--- src/rtl/cs42448_tdm_rx.sv ---
`default_nettype none
// +--------------------------------------------------------------------------+
// | cs42448_tdm_rx : oversampled 8x32 TDM capture from the CS42448 ADC port, |
// | 24-bit samples tagged with slot index, buffered in a FWFT FIFO.           |
// | Option macro: CS42448_TDM_RX_CHMASK_EN (adds per-slot ch_mask input).     |
// | Revision: 1.0                                                             |
// +--------------------------------------------------------------------------+
module cs42448_tdm_rx #(
   parameter int SLOTS      = 8,
   parameter int SLOT_BITS  = 32,
   parameter int DATA_BITS  = 24,
   parameter int FIFO_DEPTH = 8
) (
   input  logic                       sys_clk,
   input  logic                       sys_nrst,
   input  logic                       adc_sclk,
   input  logic                       adc_lrck,
   input  logic                       adc_sdin,
`ifdef CS42448_TDM_RX_CHMASK_EN
   input  logic [SLOTS-1:0]           ch_mask,
`endif
   output logic [DATA_BITS-1:0]       out_data,
   output logic [$clog2(SLOTS)-1:0]   out_ch,
   output logic                       out_valid,
   input  logic                       out_ready,
   output logic                       frame_err,
   output logic                       overflow
);

   localparam int c_ch_w   = $clog2(SLOTS);
   localparam int c_bit_w  = $clog2(SLOT_BITS);
   localparam int c_addr_w = $clog2(FIFO_DEPTH);
   localparam int c_ptr_w  = c_addr_w + 1;
   localparam int c_word_w = DATA_BITS + c_ch_w;
   localparam logic [c_bit_w-1:0] c_bit_max  = c_bit_w'(SLOT_BITS - 1);
   localparam logic [c_ch_w-1:0]  c_slot_max = c_ch_w'(SLOTS - 1);

   typedef enum logic [0:0] {
      S_HUNT  = 1'b0,
      S_SHIFT = 1'b1
   } state_t;

   // Synchronisers plus the registered edge strobe and the data sampled with it
   logic r_sclk_meta, r_sclk_sync, r_sclk_prev;
   logic r_lrck_meta, r_lrck_sync;
   logic r_sdin_meta, r_sdin_sync;
   logic r_edge, r_edge_lrck, r_edge_sdin;

   always_ff @(posedge sys_clk or negedge sys_nrst) begin
      if (!sys_nrst) begin
         r_sclk_meta <= 1'b0;
         r_sclk_sync <= 1'b0;
         r_sclk_prev <= 1'b0;
         r_lrck_meta <= 1'b0;
         r_lrck_sync <= 1'b0;
         r_sdin_meta <= 1'b0;
         r_sdin_sync <= 1'b0;
         r_edge      <= 1'b0;
         r_edge_lrck <= 1'b0;
         r_edge_sdin <= 1'b0;
      end else begin
         r_sclk_meta <= adc_sclk;
         r_sclk_sync <= r_sclk_meta;
         r_sclk_prev <= r_sclk_sync;
         r_lrck_meta <= adc_lrck;
         r_lrck_sync <= r_lrck_meta;
         r_sdin_meta <= adc_sdin;
         r_sdin_sync <= r_sdin_meta;
         r_edge      <= r_sclk_sync & ~r_sclk_prev;
         r_edge_lrck <= r_lrck_sync;
         r_edge_sdin <= r_sdin_sync;
      end
   end

   state_t                 r_state;
   logic [c_bit_w-1:0]     r_bit_cnt;
   logic [c_ch_w-1:0]      r_slot_cnt;
   logic [SLOT_BITS-1:0]   r_shift;
   logic                   r_lrck_prev;
   logic                   r_push;
   logic [c_word_w-1:0]    r_push_data;

   logic                   w_sync;
   logic                   w_last_slot;
   logic                   w_frame_end;
   logic                   w_slot_en;
   logic [SLOT_BITS-1:0]   w_shift_next;

   assign w_sync       = r_edge_lrck & ~r_lrck_prev;
   assign w_last_slot  = (r_slot_cnt == c_slot_max);
   assign w_frame_end  = (r_bit_cnt == '0) && w_last_slot;
   assign w_shift_next = {r_shift[SLOT_BITS-2:0], r_edge_sdin};
`ifdef CS42448_TDM_RX_CHMASK_EN
   assign w_slot_en    = ch_mask[r_slot_cnt];
`else
   assign w_slot_en    = 1'b1;
`endif

   always_ff @(posedge sys_clk or negedge sys_nrst) begin
      if (!sys_nrst) begin
         r_state     <= S_HUNT;
         r_bit_cnt   <= '0;
         r_slot_cnt  <= '0;
         r_shift     <= '0;
         r_lrck_prev <= 1'b0;
         r_push      <= 1'b0;
         r_push_data <= '0;
         frame_err   <= 1'b0;
      end else begin
         r_push    <= 1'b0;
         frame_err <= 1'b0;
         if (r_edge) begin
            r_lrck_prev <= r_edge_lrck;
            case (r_state)
               S_HUNT: begin
                  if (w_sync) begin
                     r_state    <= S_SHIFT;
                     r_bit_cnt  <= c_bit_max;
                     r_slot_cnt <= '0;
                  end
               end
               S_SHIFT: begin
                  r_shift <= w_shift_next;
                  // A sync on the last bit of slot 7 is the back-to-back frame start
                  if (w_sync && !w_frame_end) begin
                     frame_err  <= 1'b1;
                     r_bit_cnt  <= c_bit_max;
                     r_slot_cnt <= '0;
                  end else if (r_bit_cnt == '0) begin
                     r_push      <= w_slot_en;
                     r_push_data <= {w_shift_next[SLOT_BITS-1 -: DATA_BITS], r_slot_cnt};
                     r_bit_cnt   <= c_bit_max;
                     if (w_last_slot) begin
                        r_slot_cnt <= '0;
                        r_state    <= w_sync ? S_SHIFT : S_HUNT;
                     end else begin
                        r_slot_cnt <= r_slot_cnt + 1'b1;
                     end
                  end else begin
                     r_bit_cnt <= r_bit_cnt - 1'b1;
                  end
               end
               default: r_state <= S_HUNT;
            endcase
         end
      end
   end

   logic [c_word_w-1:0]  r_mem [FIFO_DEPTH];
   logic [c_ptr_w-1:0]   r_wr_ptr, r_rd_ptr;
   logic [c_ptr_w-1:0]   w_wr_ptr_nxt, w_rd_ptr_nxt;
   logic                 w_full, w_pop, w_wr_en;
   logic [c_word_w-1:0]  w_head;

   assign w_full       = (r_wr_ptr[c_addr_w] != r_rd_ptr[c_addr_w]) &&
                         (r_wr_ptr[c_addr_w-1:0] == r_rd_ptr[c_addr_w-1:0]);
   assign w_pop        = out_valid & out_ready;
   assign w_wr_en      = r_push & (~w_full | w_pop);
   assign w_wr_ptr_nxt = r_wr_ptr + c_ptr_w'(w_wr_en);
   assign w_rd_ptr_nxt = r_rd_ptr + c_ptr_w'(w_pop);

   // Output register is preloaded with the next head; bypass covers a write into that slot
   always_comb begin
      w_head = r_mem[w_rd_ptr_nxt[c_addr_w-1:0]];
      if (w_wr_en && (r_wr_ptr[c_addr_w-1:0] == w_rd_ptr_nxt[c_addr_w-1:0]))
         w_head = r_push_data;
   end

   always_ff @(posedge sys_clk) begin
      if (w_wr_en)
         r_mem[r_wr_ptr[c_addr_w-1:0]] <= r_push_data;
   end

   always_ff @(posedge sys_clk or negedge sys_nrst) begin
      if (!sys_nrst) begin
         r_wr_ptr  <= '0;
         r_rd_ptr  <= '0;
         out_valid <= 1'b0;
         out_data  <= '0;
         out_ch    <= '0;
         overflow  <= 1'b0;
      end else begin
         r_wr_ptr  <= w_wr_ptr_nxt;
         r_rd_ptr  <= w_rd_ptr_nxt;
         out_valid <= (w_wr_ptr_nxt != w_rd_ptr_nxt);
         overflow  <= r_push & w_full & ~w_pop;
         if (w_wr_ptr_nxt != w_rd_ptr_nxt) begin
            out_data <= w_head[c_word_w-1 -: DATA_BITS];
            out_ch   <= w_head[c_ch_w-1:0];
         end
      end
   end

endmodule
`default_nettype wire

--- config.mk ---
export PLATFORM = sky130hd
export DESIGN_NAME = cs42448_tdm_rx
export DESIGN_NICKNAME = d
export VERILOG_FILES = /design/src/rtl/cs42448_tdm_rx.sv
export SDC_FILE = /design/constraint.sdc
export NUM_CORES = 1
export LEC_CHECK = 0
export ABC_AREA = 1
export ABC_CLOCK_PERIOD_IN_PS = 3400
export CORE_ASPECT_RATIO = 0.9
export CORE_MARGIN = 8
export CORE_UTILIZATION = 35
export DETAILED_ROUTE_END_ITERATION = 8
export HOLD_SLACK_MARGIN = 0.12
export PLACE_DENSITY_LB_ADDON = 0.05
export RECOVER_POWER = 50
export SLEW_MARGIN = 40
export SYNTH_ARGS = -nofsm -noshare
export SYNTH_HDL_FRONTEND = slang
export SYNTH_SLANG_ARGS = --single-unit
--- constraint.sdc ---
create_clock -name sys_clk -period 3.4 [get_ports sys_clk]
set_clock_uncertainty 0.15 [all_clocks]
set_input_delay 0.68 -clock sys_clk [delete_from_list [all_inputs] [get_ports sys_clk]]
set_output_delay 0.68 -clock sys_clk [all_outputs]
set_load 0.01 [all_outputs]
==> results.md <==
* Nets at between 1,000 and 1,500
* DR iter-0 viols at around 550
* Worst Path Required at around 3.7 ns
* Worst r2r src: r_wr_ptr[1]
* Syn_area_per_cell at approximately 10 sq um
* Min-delay src: r_sdin_meta
* Largest net degree at the start of global routing at roughly 120
* Core area at between 30,000 and 40,000 sq um
* Core Util, Final at about two fifths
* R2R depth at 16
* Proportion of layout cells with a drive suffix above 1 at 8.55%
* Worst Setup End Kind: register
* Slowest CP cell: dfrtp_1
* Synthesized cell area at between 10,000 and 15,000 sq um
* Worst setup margin at around 0.66 ns
* Antenna violations before repair at 0
* Grt total ovfl at 0
* Worst setup endpoint: out_data[14]
* YS warnings at 0
* DIE AREA at about 47,000 sq um
* Starting Density at a little over a third
* Top cell by count, worst path: nand2_1
* Final hold vios at 0
* Commonest non-fill, non-tap cell in the layout: nand2_1
* Critical path arrival at 3.01 ns
* LEAKAGE at 6.92 nW
* Worst-Skew Late Latency at approximately 0.53 ns
* CP Class: register to register
* Cell chain of the critical path: inv_2, nand2_1, nand2_1, nor2_1, nand3b_2, nand2_1, inv_1, ha_1, ha_1, xnor2_1, nand2_1, a21oi_2, nand2_2, buf_4, nand3_1, nand2_1
* Flops & latches, synth at approximately 330
* Placement Setup Slack at 0.193 ns
* Relative slew slack at under 10%
* Delay of the slowest critical-path stage at ~0.53 ns
* Reg-to-Reg End: out_data[14]
* Post-synth net total at approximately 1,400
* Worst Tran Pin Value at between 1 and 1.5 ns
* Root Buffer: clkbuf_16
* Number of buffers created by CTS at 39
* Reg2Reg Setup Slack at 0.66 ns
* Post-DP HPWL at approximately 20,000 um
* Total global-route track usage at about 15%
* Clock transition at the registers of the reported paths at ~0.050 ns
* Clk sinks at between 300 and 400
* Commonest non-fill, non-tap cells in the layout: nand2_1, edfxtp_1, inv_1, o21ai_0, dfrtp_1
* Vias in the first global route at 8,657
* Remaining antenna violation count at 0
* Unrepaired setup endpoints after global routing: no
* Worst hold path type: register to register
* Status: finished clean
* Max Clk Rate at about 360 MHz
* Die H at 206 um
* Fin. max-slew vios at 0
* # setup viols final at 0
* Tmin final at 2.74 ns
* GP Congestion at about 0.75
* Routed WL at about 34,000 um
* H-tree depth at 2
* Final period util at around four fifths
* ANT cells at 0
* Critical Path Source: r_wr_ptr[1]
* Max cap viols at 0
* Pwr/cell area at 825 nW/um^2
* Worst vdd ir at 0.591 mV
* Site row count at 69
* Post-DR wirelength/cell at ~18 um
* Residual DRC at 0
* Fraction of the yosys area taken by sequential cells at 67.2%
* Post-CTS Setup Inserts at 0
* First-pass DRT Iterations at 5
* Post-detailed-route via-to-cell ratio at 4.57
* Unique masters post-synth at 31
* Area Growth Syn to Fin at 16.2%
* First-pass GRT wire length at roughly 54,000 um
* Final TNS setup at 0 ns
* TritonCTS clock tree: built
* Port Buffer Count at 35
* Worst-path fanout max at 18
* Worst Setup Start Kind: register
* Ports at 36
* Die X at roughly 230 um
* Post-Synthesis Cells at 1,345
* Clk buf depth at 3
* Vias at between 8,000 and 9,000
-- worst max-delay path, delay by kind of cell (launching register included) --
family / cells / cell delay [ns]
AND/OR/NAND/NOR: 9 / 0.76
AO/OA/AOI/OAI: 1 / 0.11
buffers and inverters: 3 / 0.40
XOR/XNOR: 1 / 0.16
flip-flops: 1 / 0.53
adder cells (fa/ha/maj): 2 / 0.52
-- flip-flops by register name (all words and copies together), names as in the netlist, 3 cells and up --
signal / flops
r_wr_ptr: 4
r_bit_cnt: 5
r_shift: 31
out_data: 24
r_mem: 216
r_push_data: 27
out_ch: 3
r_rd_ptr: 4
r_slot_cnt: 3
-- Yosys cell counts --
cell / number / area [sq um]
nand3_4: 1 / 17.5
xor2_1: 2 / 17.5
inv_1: 177 / 664
inv_2: 4 / 15.0
buf_4: 8 / 60.1
o21ai_1: 1 / 5.00
nand3b_1: 1 / 7.51
nand3_2: 9 / 90.1
nand4_1: 30 / 188
xnor2_1: 4 / 35.0
clkbuf_1: 21 / 78.8
o21ai_0: 161 / 806
o31ai_1: 1 / 7.51
o211ai_1: 1 / 7.51
dfrtp_1: 117 / 2930
nor2_8: 1 / 20.0
mux2_2: 7 / 78.8
buf_2: 26 / 130
nand3b_2: 1 / 11.3
buf_1: 4 / 15.0
nand3_1: 83 / 415
a21oi_1: 1 / 5.00
or2_2: 1 / 6.26
edfxtp_1: 216 / 6490
nand2_1: 427 / 1600
a21oi_2: 1 / 8.76
nor2_1: 19 / 71.3
xnor2_2: 1 / 16.3
nand2_2: 1 / 6.26
buf_6: 10 / 113
ha_1: 8 / 100
-- kinds of logic after synthesis --
kind of cell	synth area share, %
AOI/OAI and AO/OA	5.99
xor gates and xnor gates	0.491
buffers and inverters	7.68
muxes	0.563
DFF	67.2
and+or+nand+nor	17.4
adders and majority gates	0.714
-- where the power goes --
group	internal [mW]	switching (mW)
logic	1.72	2.99
registers	4.62	0.261
clock network	2.23	1.62
total	8.57	4.87
-- layer usage --
metal  share of wire, %  global-route usage, %
met4                1.6                   3.71
met2                 47                   24.4
met5                  0                      0
met3                2.9                   2.34
met1                 48                   21.2
-- area by class of cell --
class	count	area (sq um)
Fill cell	3829	23200
Sequential cell	333	9410
Multi-Input combinational cell	762	3590
Clock buffer	55	1090
Timing Repair Buffer	69	764
Inverter	181	679
Tap cell	532	666
Clock inverter	16	76.3
-- timing repair --
item	CTS	global route
hold buffers	1	0
resized for setup	0	0
endpoints found under the hold margin	36	0
-- per-stage QoR --
| step | hold slack, ns | std cells | power [mW] | instance area, sq um |
|---|---|---|---|---|
| after global placement | 0.185 | 1876 | 9.76 | 15100 |
| after global routing | 0.213 | 1948 | 14.5 | 16300 |
| final | 0.195 | 1948 | 13.4 | 16300 |
| after CTS | 0.200 | 1948 | 13.7 | 16300 |
| after detailed placement | 0.186 | 1876 | 9.80 | 15100 |
| after floorplan | 0.181 | 1345 | 8.17 | 14000 |
-- how the worst min path moves through the flow --
stage	cells after the start	endpoint
5_1_grt	0	r_sdin_sync
4_1_cts	0	r_sdin_sync
2_1_floorplan	0	r_edge_lrck
6_report	0	r_sdin_sync
3_3_place_gp	0	r_edge_sdin
3_5_place_dp	0	r_lrck_sync
No activity file was read; power rests on OpenSTA's default activity.
